--- config.mk ---
export PLATFORM = sky130hd
export DESIGN_NAME = msrv32_dmem_access_ctrl_flat
export DESIGN_NICKNAME = d
export VERILOG_FILES = /design/src/rtl/msrv32_dmem_access_ctrl_if.sv /design/src/rtl/msrv32_dmem_access_ctrl.sv /design/src/flat_wrapper.sv
export SDC_FILE = /design/constraint.sdc
export NUM_CORES = 1
export LEC_CHECK = 0
export BUFFER_PORTS_ARGS = -buffer_cell sky130_fd_sc_hd__buf_2
export CORE_AREA = 2 2 141 143
export CTS_CLUSTER_DIAMETER = 50
export DETAILED_ROUTE_END_ITERATION = 12
export DIE_AREA = 0 0 143 145
export GPL_TIMING_DRIVEN = 1
export SETUP_SLACK_MARGIN = 0.05
export SYNTH_ARGS = -nofsm -noshare
export SYNTH_HDL_FRONTEND = slang
export SYNTH_SLANG_ARGS = --single-unit
--- constraint.sdc ---
create_clock -name ms_riscv32_mp_clk_in -period 3.6 [get_ports ms_riscv32_mp_clk_in]
set_clock_uncertainty 0.05 [all_clocks]
set_input_delay 0.54 -clock ms_riscv32_mp_clk_in [delete_from_list [all_inputs] [get_ports ms_riscv32_mp_clk_in]]
set_output_delay 0.54 -clock ms_riscv32_mp_clk_in [all_outputs]
set_load 0.005 [all_outputs]
--- src/rtl/msrv32_dmem_access_ctrl_if.sv ---
// Data-memory access bundle: execute-stage request, AHB-Lite-style data bus
// and the one-cycle completion response, grouped for the access controller.
interface msrv32_dmem_access_ctrl_if;
  logic        req_valid_in;
  logic        req_write_in;
  logic [31:0] req_addr_in;
  logic [31:0] req_wdata_in;
  logic [3:0]  req_mask_in;
  logic        req_ready_out;

  logic        ahb_ready_in;
  logic        ahb_resp_in;
  logic [31:0] ahb_rdata_in;
  logic [1:0]  ahb_htrans_out;
  logic [31:0] ahb_haddr_out;
  logic        ahb_hwrite_out;
  logic [31:0] ahb_hwdata_out;
  logic [3:0]  ahb_hmask_out;

  logic        rsp_valid_out;
  logic [31:0] rsp_rdata_out;
  logic        rsp_err_out;

  // Controller side.
  modport slave (
    input  req_valid_in, req_write_in, req_addr_in, req_wdata_in, req_mask_in,
    output req_ready_out,
    input  ahb_ready_in, ahb_resp_in, ahb_rdata_in,
    output ahb_htrans_out, ahb_haddr_out, ahb_hwrite_out, ahb_hwdata_out, ahb_hmask_out,
    output rsp_valid_out, rsp_rdata_out, rsp_err_out
  );

  // Requester plus bus environment side.
  modport master (
    output req_valid_in, req_write_in, req_addr_in, req_wdata_in, req_mask_in,
    input  req_ready_out,
    output ahb_ready_in, ahb_resp_in, ahb_rdata_in,
    input  ahb_htrans_out, ahb_haddr_out, ahb_hwrite_out, ahb_hwdata_out, ahb_hmask_out,
    input  rsp_valid_out, rsp_rdata_out, rsp_err_out
  );
endinterface

--- src/rtl/msrv32_dmem_access_ctrl.sv ---
// Data-memory access controller: one load/store at a time, address phase
// followed by data phase on the AHB-Lite-style bus, registered one-cycle
// response, and a wait-state watchdog that aborts hung transfers.
module msrv32_dmem_access_ctrl #(
  parameter int TIMEOUT_CYCLES = 16,
  parameter int CNT_W          = 8
) (
  input  logic                        ms_riscv32_mp_clk_in,
  input  logic                        ms_riscv32_mp_rst_in,
  msrv32_dmem_access_ctrl_if.slave    bus
);

  typedef enum logic [1:0] {
    S_IDLE = 2'b00,
    S_ADDR = 2'b01,
    S_DATA = 2'b10
  } state_e;

  localparam logic [CNT_W-1:0] CNT_LAST  = CNT_W'(TIMEOUT_CYCLES - 1);
  localparam logic [CNT_W-1:0] CNT_ONE   = CNT_W'(1);
  localparam logic [CNT_W-1:0] CNT_ZERO  = CNT_W'(0);
  localparam logic [31:0]      ADDR_MASK = 32'hFFFF_FFFC;

  state_e             state_q, state_d;
  logic [CNT_W-1:0]   cnt_q, cnt_d;
  // A-regs: the request accepted for the upcoming address phase.
  logic [31:0]        a_addr_q, a_addr_d;
  logic               a_write_q, a_write_d;
  logic [31:0]        a_wdata_q, a_wdata_d;
  logic [3:0]         a_mask_q, a_mask_d;
  // D-regs: the transfer currently in its data phase.
  logic [31:0]        d_addr_q, d_addr_d;
  logic               d_write_q, d_write_d;
  logic [31:0]        d_wdata_q, d_wdata_d;
  logic [3:0]         d_mask_q, d_mask_d;
  // Registered response.
  logic               rsp_valid_q, rsp_valid_d;
  logic               rsp_err_q, rsp_err_d;
  logic [31:0]        rsp_rdata_q, rsp_rdata_d;

  logic               ready_s;
  logic               accept_s;
  logic               timeout_s;

  // Handshake decode: when a request may be taken and when the watchdog fires.
  always_comb begin
    ready_s = 1'b0;
    if (ms_riscv32_mp_rst_in) begin
      ready_s = 1'b0;
    end else if (state_q == S_IDLE) begin
      ready_s = 1'b1;
    end else if (state_q == S_DATA) begin
      // A timeout needs ahb_ready_in low, so it can never coincide with this.
      ready_s = bus.ahb_ready_in;
    end else begin
      ready_s = 1'b0;
    end
    accept_s  = bus.req_valid_in & ready_s;
    timeout_s = (state_q != S_IDLE) & ~bus.ahb_ready_in & (cnt_q == CNT_LAST);
  end

  // Next-state and datapath-register update logic.
  always_comb begin
    state_d     = state_q;
    cnt_d       = cnt_q;
    a_addr_d    = a_addr_q;
    a_write_d   = a_write_q;
    a_wdata_d   = a_wdata_q;
    a_mask_d    = a_mask_q;
    d_addr_d    = d_addr_q;
    d_write_d   = d_write_q;
    d_wdata_d   = d_wdata_q;
    d_mask_d    = d_mask_q;
    rsp_valid_d = 1'b0;
    rsp_err_d   = rsp_err_q;
    rsp_rdata_d = rsp_rdata_q;

    case (state_q)
      S_IDLE: begin
        if (accept_s) begin
          a_addr_d  = bus.req_addr_in;
          a_write_d = bus.req_write_in;
          a_wdata_d = bus.req_wdata_in;
          a_mask_d  = bus.req_mask_in;
          cnt_d     = CNT_ZERO;
          state_d   = S_ADDR;
        end else begin
          state_d   = S_IDLE;
        end
      end
      S_ADDR: begin
        if (bus.ahb_ready_in) begin
          d_addr_d  = a_addr_q;
          d_write_d = a_write_q;
          d_wdata_d = a_wdata_q;
          d_mask_d  = a_mask_q;
          cnt_d     = CNT_ZERO;
          state_d   = S_DATA;
        end else if (timeout_s) begin
          rsp_valid_d = 1'b1;
          rsp_err_d   = 1'b1;
          rsp_rdata_d = 32'h0000_0000;
          cnt_d       = CNT_ZERO;
          state_d     = S_IDLE;
        end else begin
          cnt_d       = cnt_q + CNT_ONE;
        end
      end
      S_DATA: begin
        if (bus.ahb_ready_in) begin
          rsp_valid_d = 1'b1;
          rsp_err_d   = bus.ahb_resp_in;
          rsp_rdata_d = d_write_q ? 32'h0000_0000 : bus.ahb_rdata_in;
          if (accept_s) begin
            // Chain straight into the next address phase, no idle bubble.
            a_addr_d  = bus.req_addr_in;
            a_write_d = bus.req_write_in;
            a_wdata_d = bus.req_wdata_in;
            a_mask_d  = bus.req_mask_in;
            cnt_d     = CNT_ZERO;
            state_d   = S_ADDR;
          end else begin
            state_d   = S_IDLE;
          end
        end else if (timeout_s) begin
          rsp_valid_d = 1'b1;
          rsp_err_d   = 1'b1;
          rsp_rdata_d = 32'h0000_0000;
          cnt_d       = CNT_ZERO;
          state_d     = S_IDLE;
        end else begin
          cnt_d       = cnt_q + CNT_ONE;
        end
      end
      default: begin
        cnt_d   = CNT_ZERO;
        state_d = S_IDLE;
      end
    endcase
  end

  // State and datapath registers with synchronous reset; drops any in-flight transfer.
  always_ff @(posedge ms_riscv32_mp_clk_in) begin
    if (ms_riscv32_mp_rst_in) begin
      state_q     <= S_IDLE;
      cnt_q       <= CNT_ZERO;
      a_addr_q    <= 32'h0000_0000;
      a_write_q   <= 1'b0;
      a_wdata_q   <= 32'h0000_0000;
      a_mask_q    <= 4'b0000;
      d_addr_q    <= 32'h0000_0000;
      d_write_q   <= 1'b0;
      d_wdata_q   <= 32'h0000_0000;
      d_mask_q    <= 4'b0000;
      rsp_valid_q <= 1'b0;
      rsp_err_q   <= 1'b0;
      rsp_rdata_q <= 32'h0000_0000;
    end else begin
      state_q     <= state_d;
      cnt_q       <= cnt_d;
      a_addr_q    <= a_addr_d;
      a_write_q   <= a_write_d;
      a_wdata_q   <= a_wdata_d;
      a_mask_q    <= a_mask_d;
      d_addr_q    <= d_addr_d;
      d_write_q   <= d_write_d;
      d_wdata_q   <= d_wdata_d;
      d_mask_q    <= d_mask_d;
      rsp_valid_q <= rsp_valid_d;
      rsp_err_q   <= rsp_err_d;
      rsp_rdata_q <= rsp_rdata_d;
    end
  end

  // Bus and response outputs decoded from the current state and registers.
  always_comb begin
    bus.req_ready_out  = ready_s;
    bus.ahb_htrans_out = 2'b00;
    bus.ahb_haddr_out  = d_addr_q & ADDR_MASK;
    bus.ahb_hwrite_out = d_write_q;
    bus.ahb_hwdata_out = d_wdata_q;
    bus.ahb_hmask_out  = 4'b0000;
    case (state_q)
      S_ADDR: begin
        bus.ahb_htrans_out = 2'b10;
        bus.ahb_haddr_out  = a_addr_q & ADDR_MASK;
        bus.ahb_hwrite_out = a_write_q;
      end
      S_DATA: begin
        bus.ahb_hmask_out  = d_write_q ? d_mask_q : 4'b0000;
      end
      default: begin
        bus.ahb_htrans_out = 2'b00;
      end
    endcase
    bus.rsp_valid_out = rsp_valid_q;
    bus.rsp_err_out   = rsp_err_q;
    bus.rsp_rdata_out = rsp_rdata_q;
  end

endmodule
--- src/flat_wrapper.sv ---
// flat-port wrapper written by rule: the top's interface ports become plain ports
module msrv32_dmem_access_ctrl_flat 
#(
  parameter int TIMEOUT_CYCLES = 16,
  parameter int CNT_W          = 8
)
  (ms_riscv32_mp_clk_in, ms_riscv32_mp_rst_in, bus_req_valid_in, bus_req_write_in, bus_req_addr_in, bus_req_wdata_in, bus_req_mask_in, bus_req_ready_out, bus_ahb_ready_in, bus_ahb_resp_in, bus_ahb_rdata_in, bus_ahb_htrans_out, bus_ahb_haddr_out, bus_ahb_hwrite_out, bus_ahb_hwdata_out, bus_ahb_hmask_out, bus_rsp_valid_out, bus_rsp_rdata_out, bus_rsp_err_out);
  msrv32_dmem_access_ctrl_if bus_i ();
  input  logic ms_riscv32_mp_clk_in;
  input  logic ms_riscv32_mp_rst_in;
  input wire logic [$bits(bus_i.req_valid_in)-1:0] bus_req_valid_in;
  input wire logic [$bits(bus_i.req_write_in)-1:0] bus_req_write_in;
  input wire logic [$bits(bus_i.req_addr_in)-1:0] bus_req_addr_in;
  input wire logic [$bits(bus_i.req_wdata_in)-1:0] bus_req_wdata_in;
  input wire logic [$bits(bus_i.req_mask_in)-1:0] bus_req_mask_in;
  output wire logic [$bits(bus_i.req_ready_out)-1:0] bus_req_ready_out;
  input wire logic [$bits(bus_i.ahb_ready_in)-1:0] bus_ahb_ready_in;
  input wire logic [$bits(bus_i.ahb_resp_in)-1:0] bus_ahb_resp_in;
  input wire logic [$bits(bus_i.ahb_rdata_in)-1:0] bus_ahb_rdata_in;
  output wire logic [$bits(bus_i.ahb_htrans_out)-1:0] bus_ahb_htrans_out;
  output wire logic [$bits(bus_i.ahb_haddr_out)-1:0] bus_ahb_haddr_out;
  output wire logic [$bits(bus_i.ahb_hwrite_out)-1:0] bus_ahb_hwrite_out;
  output wire logic [$bits(bus_i.ahb_hwdata_out)-1:0] bus_ahb_hwdata_out;
  output wire logic [$bits(bus_i.ahb_hmask_out)-1:0] bus_ahb_hmask_out;
  output wire logic [$bits(bus_i.rsp_valid_out)-1:0] bus_rsp_valid_out;
  output wire logic [$bits(bus_i.rsp_rdata_out)-1:0] bus_rsp_rdata_out;
  output wire logic [$bits(bus_i.rsp_err_out)-1:0] bus_rsp_err_out;
  assign bus_i.req_valid_in = bus_req_valid_in;
  assign bus_i.req_write_in = bus_req_write_in;
  assign bus_i.req_addr_in = bus_req_addr_in;
  assign bus_i.req_wdata_in = bus_req_wdata_in;
  assign bus_i.req_mask_in = bus_req_mask_in;
  assign bus_req_ready_out = bus_i.req_ready_out;
  assign bus_i.ahb_ready_in = bus_ahb_ready_in;
  assign bus_i.ahb_resp_in = bus_ahb_resp_in;
  assign bus_i.ahb_rdata_in = bus_ahb_rdata_in;
  assign bus_ahb_htrans_out = bus_i.ahb_htrans_out;
  assign bus_ahb_haddr_out = bus_i.ahb_haddr_out;
  assign bus_ahb_hwrite_out = bus_i.ahb_hwrite_out;
  assign bus_ahb_hwdata_out = bus_i.ahb_hwdata_out;
  assign bus_ahb_hmask_out = bus_i.ahb_hmask_out;
  assign bus_rsp_valid_out = bus_i.rsp_valid_out;
  assign bus_rsp_rdata_out = bus_i.rsp_rdata_out;
  assign bus_rsp_err_out = bus_i.rsp_err_out;
  msrv32_dmem_access_ctrl #(.TIMEOUT_CYCLES(TIMEOUT_CYCLES), .CNT_W(CNT_W)) u_core (.ms_riscv32_mp_clk_in(ms_riscv32_mp_clk_in), .ms_riscv32_mp_rst_in(ms_riscv32_mp_rst_in), .bus(bus_i));
endmodule
==> results.md, run 1 <==
* Clk buf depth at 2
* Crit path max-delay family: adder cells
* Capture point of the worst reg-to-reg path: u_core.bus.rsp_rdata_out[7]
* Critical Path AT at between 2 and 2.5 ns
* Via density at about 4.6
* Final worst slack at just over 0.7 ns
* Final hold viol count at 0
* Pin count of the biggest net entering global routing at 68
* Setup Fix Bufs, Post-CTS at 0
* Setup TNS at 0 ns
* Clk slew on worst S/H paths at 0.07 ns
* Main synth FF type: dfxtp_1
* RD Place Congestion at 0.766
* Top cells by area, synth: dfxtp_1 53%, nand2_1 16%, a21oi_1 11%
* Initial antenna violation count at 2
* CP required at 3.01 ns
* Finished Layout Cells at 1236
* Total net switching power at roughly 1 mW
* Clock Latency Late Sink at 0.42 ns
* Core box area at roughly 0.019 mm2
* Slowest stage delay, CP at 0.59 ns
* Unique masters post-synth at 39
* Worst Setup Path Type: reg -> out
* Chip Width at ~140 um
* Final #Nets at 1068
* CP Launch Type: flop
* Post-Route WL at roughly 17000 um
* Layout Utilization at between 40% and 50%
* Layout cell share with drive strength beyond 1 at between 30 and 40%
* Area Growth Syn to Fin at 26.4%
* Leak pwr at 3.53 nW
* Syn. warnings at 0
* Synth Instances at 780
* Worst hold path class: in -> reg
* Wire per inst at between 10 and 15 um
* Slew headroom at approximately 40%
* Post-synthesis compound-gate area fraction at around 17%
* Outcome: finished, final reports clean
* Leading area contributor after synthesis: dfxtp_1
* CTS tree: yes
* Worst-path cell chain: inv_1 > ha_2 > buf_4 > mux2_2 > buf_2
* Worst Reg2Reg Path Length in Cells at 6
* Die Span Y at roughly 150 um
* Max IR drop VDD at 348 uV
* FP Rows at 51
* Pwr per Cell Area at between 400 and 500 mW/mm2
* Detail Route Antenna Nets at 0
* Hpwl dp at 10800 um
* Max stage delay cell, worst path: ha_2
* Synth top area share at between 50% and 60%
* Flop pwr share at between 40% and 50%
* Total GRT Usage at 15.8%
* Synth Area in Adders at less than 1%
* Cts bufs inserted at 17
* Hold Path End: u_core.bus.rsp_rdata_out[4]
* CTS root buf: clkbuf_16
* WHS Path Cells at 2
* Clock network fraction of design power at approximately 44%
* Sequential share of the synthesized area at between 50% and 60%
* Crit end category: output pin
* Synthesized cell area at 0.00667 mm2
* R2R Setup Slk at roughly 1.2 ns
* I/O pin count at 212
* CP max FO at 22
* Hold buffer count at CTS at 0
* RSZ-0062 raised after global routing: false
* Total gr overflow at 0
* Final Cell Area at about 0.0084 mm2
* Commonest non-fill, non-tap cell in the layout: nand2_1
* Avg Synthesized Cell Area at between 8 and 9 um2
* EDFF count, synth at 0
* Die area at about 0.021 mm2
* Final worst path period need at 2.89 ns
* Setup WS pre-CTS at roughly 1.1 ns
* PortBufs at between 200 and 250
* Post-CTS resize count at 0
* Clock Sinks at 178
* Int Pwr at slightly above 3 mW
* Drt first pass iters at 4
* Placed cell area at 0.00785 mm2
* Reg2reg start: u_core.state_q[0]
* Initial Utilization at 34.7%
* Asr flop ratio synth at 0%
* Most frequent cells in the layout: 276 x nand2_1, 205 x buf_2, 178 x dfxtp_1
* Detailed Route Iter0 Violations at approximately 310
* Slew of the pin with the lowest slew margin at 0.874 ns
* Placed cell count at 1203
* WP depth at 5
* Final Max Slew Viols at 0
* Final setup viols at 0
* Drt drc at 0
* Crit share post-route at 80.2%
* Fmax at roughly 350 MHz
* Buffers & Inverters on Critical Path at 3
* Sw frac at about a quarter
* H-tree Lvls at 4
* Largest family of logic cells by synthesized area: simple AND/OR/NAND/NOR gates
* Synth Area in Simple Gates at 18.5%
* Multiplexer share of the synthesized area at 5.24%
* Min-delay src: bus_ahb_rdata_in[4]
* Number of global-route vias before repair at 5200
* First-pass GRT wire length at approximately 26000 um
* Seq cells post-synth at around 180
* MaxCap Viol Count at 0
* Gate power share at 7.1%
* Via Count at 5739
* Xor and xnor fraction of the mapped netlist area at 0%
[logic make-up (layout without fill, tap and decap cells)]
logic type / count (synthesis) / in the layout
multiplexers: 31 / 31
flip-flops: 178 / 178
buffers and inverters: 64 / 252
other: 1 / 4
AND/OR/NAND/NOR: 310 / 310
AO/OA/AOI/OAI: 191 / 191
adder cells (fa/ha/maj): 5 / 5
[power groups by stage]
stage	registers (mW)	logic [mW]	clock network, mW
2_1_floorplan	2.08	0.183	0
3_3_place_gp	2.08	0.299	0
3_5_place_dp	2.09	0.301	0
4_1_cts	2.04	0.302	1.86
5_1_grt	2.05	0.331	1.95
6_report	2.04	0.294	1.80
[synth_stat cells (2+ instances only)]
cell type  instances
nand2_1          277
dfxtp_1          178
a21oi_1          140
clkbuf_1          39
a22o_1            31
mux2_2            31
buf_1              7
o21ai_0            7
and3_1             5
ha_1               5
nand3_1            5
nor3_1             5
buf_2              4
buf_4              4
buf_6              4
inv_1              4
nor2_1             3
nor4_1             3
o211ai_1           3
a22o_2             2
a31oi_1            2
clkbuf_8           2
nand2b_1           2
nand4_1            2
[worst register-to-register path: cells and delay by family, from the launching register on]
kind,cells,cell delay [ns]
DFF,1,0.36
adders and majority gates,1,0.24
AOI/OAI and AO/OA,3,1.03
and+or+nand+nor,1,0.52
buffers and inverters,1,0.09
[layout make-up]
| class | count | area [um2] |
|---|---|---|
| Antenna cell | 1 | 2.50 |
| Clock buffer | 17 | 425 |
| Clock inverter | 15 | 145 |
| Fill cell | 1978 | 10800 |
| Inverter | 4 | 15.0 |
| Multi-Input combinational cell | 540 | 2820 |
| Sequential cell | 178 | 3560 |
| Tap cell | 265 | 332 |
| Timing Repair Buffer | 216 | 1120 |
[flip-flops by register name, summed over array words and instances (netlist names), 2 cells and up]
signal and count:
u_core.a_addr_q 30, u_core.a_mask_q 4, u_core.a_wdata_q 32, u_core.bus.ahb_hwdata_out 32
u_core.bus.rsp_rdata_out 32, u_core.cnt_q 8, u_core.d_addr_q 30, u_core.d_mask_q 4
u_core.state_q 2
[how the worst max path moves through the flow]
stage | start | end | slack, ns
2_1_floorplan | u_core.state_q[0] | u_core.bus.rsp_rdata_out[0] | 1.57
3_3_place_gp | u_core.state_q[1] | bus_ahb_haddr_out[20] | 1.11
3_5_place_dp | u_core.state_q[1] | bus_ahb_haddr_out[20] | 1.10
4_1_cts | u_core.state_q[1] | bus_ahb_haddr_out[20] | 0.64
5_1_grt | u_core.state_q[1] | bus_ahb_haddr_out[20] | 0.57
6_report | u_core.state_q[1] | bus_ahb_haddr_out[20] | 0.71
[per-layer routing]
| metal | GRT usage [%] | share of wire (%) |
|---|---|---|
| met3 | 5.38 | 7.9 |
| met4 | 4.95 | 1.5 |
| met5 | 0 | 0.077 |
| met2 | 24.6 | 44 |
| met1 | 20.6 | 46 |
[stage by stage]
step | power, mW | hold WS (ns)
2_1_floorplan | 2.26 | 0.382
3_3_place_gp | 2.38 | 0.388
3_5_place_dp | 2.39 | 0.393
4_1_cts | 4.20 | 0.259
5_1_grt | 4.32 | 0.246
6_report | 4.13 | 0.278
(Power assumes the default switching activity.)
==> run 2, diff against run 1 <==
==> constraint.sdc (replaced) <==
create_clock -name ms_riscv32_mp_clk_in -period 2.61 [get_ports ms_riscv32_mp_clk_in]
set_clock_uncertainty 0.05 [all_clocks]
set_input_delay 0.3915 -clock ms_riscv32_mp_clk_in [delete_from_list [all_inputs] [get_ports ms_riscv32_mp_clk_in]]
set_output_delay 0.3915 -clock ms_riscv32_mp_clk_in [all_outputs]
set_load 0.005 [all_outputs]
==> results.md, run 2 (synthesized netlist as in run 1, its figures left out) <==
* Final worst path period need at around 2.4 ns
* Leak pwr at 3.57 nW (+1.1%)
* CTS root buf: clkbuf_16
* Reg2reg start: u_core.state_q[0]
* Fmax at roughly 420 MHz
* N_diodes at 0 (-1)
* R2R Setup Slk at 0.25 ns (-0.97 ns)
* Post-CTS resize count at 0 (unchanged)
* Sw frac at 24.5% (-0.47 points)
* Max stage delay cell, worst path: or4_4
* Worst hold path class: in -> reg
* Setup Fix Bufs, Post-CTS at 0 (unchanged)
* Number of global-route vias before repair at 5344 (+2.8%)
* Clock network fraction of design power at 44.6% (+1.1 points)
* Flop pwr share at 48.2% (-1.2 points)
* Clk slew on worst S/H paths at 0.07 ns (about the same)
* Final Max Slew Viols at 0 (unchanged)
* Clock Latency Late Sink at 0.42 ns (about the same)
* Outcome: finished, final reports clean
* Pin count of the biggest net entering global routing at 101 (+49%)
* Die area at 0.0207 mm2 (unchanged)
* Worst Reg2Reg Path Length in Cells at 6 (unchanged)
* Total net switching power at 1.43 mW (+39%)
* Final #Nets at 1072 (+0.37%)
* Commonest non-fill, non-tap cell in the layout: nand2_1
* Layout cell share with drive strength beyond 1 at 30.5% (+0.080 points)
* PortBufs at 206 (unchanged)
* CP required at 2.88 ns (-0.13 ns)
* CP Launch Type: flop
* CP max FO at 32 (+45%)
* Slew of the pin with the lowest slew margin at 1.08 ns (+0.206 ns)
* Capture point of the worst reg-to-reg path: u_core.bus.rsp_rdata_out[7]
* Wire per inst at 14.0 um (+2.9%)
* Crit share post-route at between 90% and 100%
* First-pass GRT wire length at 27400 um (+4.0%)
* FP Rows at 51 (unchanged)
* Worst Setup Path Type: reg -> reg
* Final setup viols at 0 (unchanged)
* Most frequent cells in the layout: 276 x nand2_1, 205 x buf_2, 178 x dfxtp_1
* Initial Utilization at 34.7% (unchanged)
* Via Count at 5809 (+1.2%)
* Cts bufs inserted at 17 (unchanged)
* RSZ-0062 raised after global routing: false
* Initial antenna violation count at 2 (unchanged)
* Placed cell area at 0.00790 mm2 (+0.54%)
* Max IR drop VDD at 399 uV (+14%)
* Total GRT Usage at 16.5% (+0.67 points)
* Post-Route WL at 17400 um (+3.2%)
* Slew headroom at 28.0% (-13 points)
* Area Growth Syn to Fin at 27.4%
* CTS tree: yes
* Hold buffer count at CTS at 0 (unchanged)
* Hpwl dp at 11000 um (+1.5%)
* Critical Path AT at 2.63 ns (+0.33 ns)
* Final hold viol count at 0 (unchanged)
* Int Pwr at 4.41 mW (+42%)
* Slowest stage delay, CP at 0.51 ns (-0.08 ns)
* Crit end category: flop
* Crit path from: u_core.state_q[0]
* Pwr per Cell Area at 687 mW/mm2 (+40%)
* Gate power share at 7.2% (about the same)
* Drt drc at 0 (unchanged)
* Detailed Route Iter0 Violations at 249 (-21%)
* Fillers at 1907 (-3.6%)
* I/O pin count at 212 (unchanged)
* Setup crit end: u_core.bus.rsp_rdata_out[7]
* Die Span Y at 145 um (unchanged)
* Chip Width at 143 um (unchanged)
* Setup TNS at 0 ns (unchanged)
* Detail Route Antenna Nets at 0 (unchanged)
* Final Cell Area at 0.00849 mm2 (+0.73%)
* Layout Utilization at 44.2% (+0.32 points)
* Clk buf depth at 2 (unchanged)
* Drt first pass iters at 4 (unchanged)
* Total gr overflow at 0 (unchanged)
* MaxCap Viol Count at 0 (unchanged)
* Clock Sinks at 178 (unchanged)
* Core box area at 0.0192 mm2 (unchanged)
* RD Place Congestion at 0.772 (+0.73%)
* Via density at 4.69 (+0.97%)
* Worst-path cell chain: inv_1 > ha_1 > or4_4 > o31ai_4 > a31oi_4 > a22o_2
* H-tree Lvls at 4 (unchanged)
[run 2: cell types whose count changed in the layout (fill, tap and decap cells not counted), sizes merged]
cell	change
buf	+4
bufinv	+1
clkbuf	+3
clkinv	-2
clkinvlp	-2
diode	-1
[run 2: final cells by class]
class | instances | area [um2] | area share [%]
inverter | 4 | 15.0 | 0.177
clock buffer | 20 | 447 | 5.26
clock inverter | 12 | 145 | 1.71
multi-input combinational | 540 | 2820 | 33.3
timing repair buffer | 220 | 1160 | 13.7
sequential | 178 | 3560 | 42.0
tap | 265 | 332 | 3.91
[run 2: stage by stage]
stage | hold slack (ns) | cells | power [mW] | setup WS (ns)
after global placement | 0.387 | 1207 | 3.30 | 0.264
after CTS | 0.106 | 1239 | 5.91 | 0.249
final | 0.129 | 1239 | 5.84 | 0.252
after global routing | 0.111 | 1239 | 6.09 | 0.119
after floorplan | 0.382 | 782 | 3.12 | 0.578
after detailed placement | 0.392 | 1207 | 3.30 | 0.264
[run 2: worst min path at each step]
stage / start / to / slack (ns) / depth (start not counted)
4_1_cts: bus_ahb_rdata_in[9] / u_core.bus.rsp_rdata_out[9] / 0.11 / 2
3_5_place_dp: u_core.a_wdata_q[22] / u_core.bus.ahb_hwdata_out[22] / 0.39 / 2
2_1_floorplan: u_core.d_mask_q[3] / u_core.d_mask_q[3] / 0.38 / 2
5_1_grt: bus_ahb_rdata_in[7] / u_core.bus.rsp_rdata_out[7] / 0.11 / 2
3_3_place_gp: u_core.a_wdata_q[0] / u_core.bus.ahb_hwdata_out[0] / 0.39 / 2
6_report: bus_ahb_rdata_in[12] / u_core.bus.rsp_rdata_out[12] / 0.13 / 2
[run 2: power by group through the flow]
stage / registers [mW] / clock network, mW / logic (mW)
floorplan: 2.87 / 0 / 0.252
global placement: 2.88 / 0 / 0.422
detailed placement: 2.88 / 0 / 0.426
CTS: 2.82 / 2.67 / 0.427
global route: 2.82 / 2.80 / 0.470
finish: 2.82 / 2.60 / 0.419
[run 2: routing by layer]
metal	track usage (%)	share of wire (%)	vias up	wire, um
met5	0	0.063	-	11
met4	4.70	1.2	2	206
met1	20.7	45	2650	7850
met3	5.97	7.7	13	1350
met2	26.5	46	171	7980
li1	-	-	2973	-
[run 2: critical path, delay by kind of cell, from the launching register on]
family          cells  cell delay, ns
compound gates      3            0.99
simple gates        1            0.51
fa+ha+maj           1            0.23
flops               1            0.37
buf+inv             1            0.09
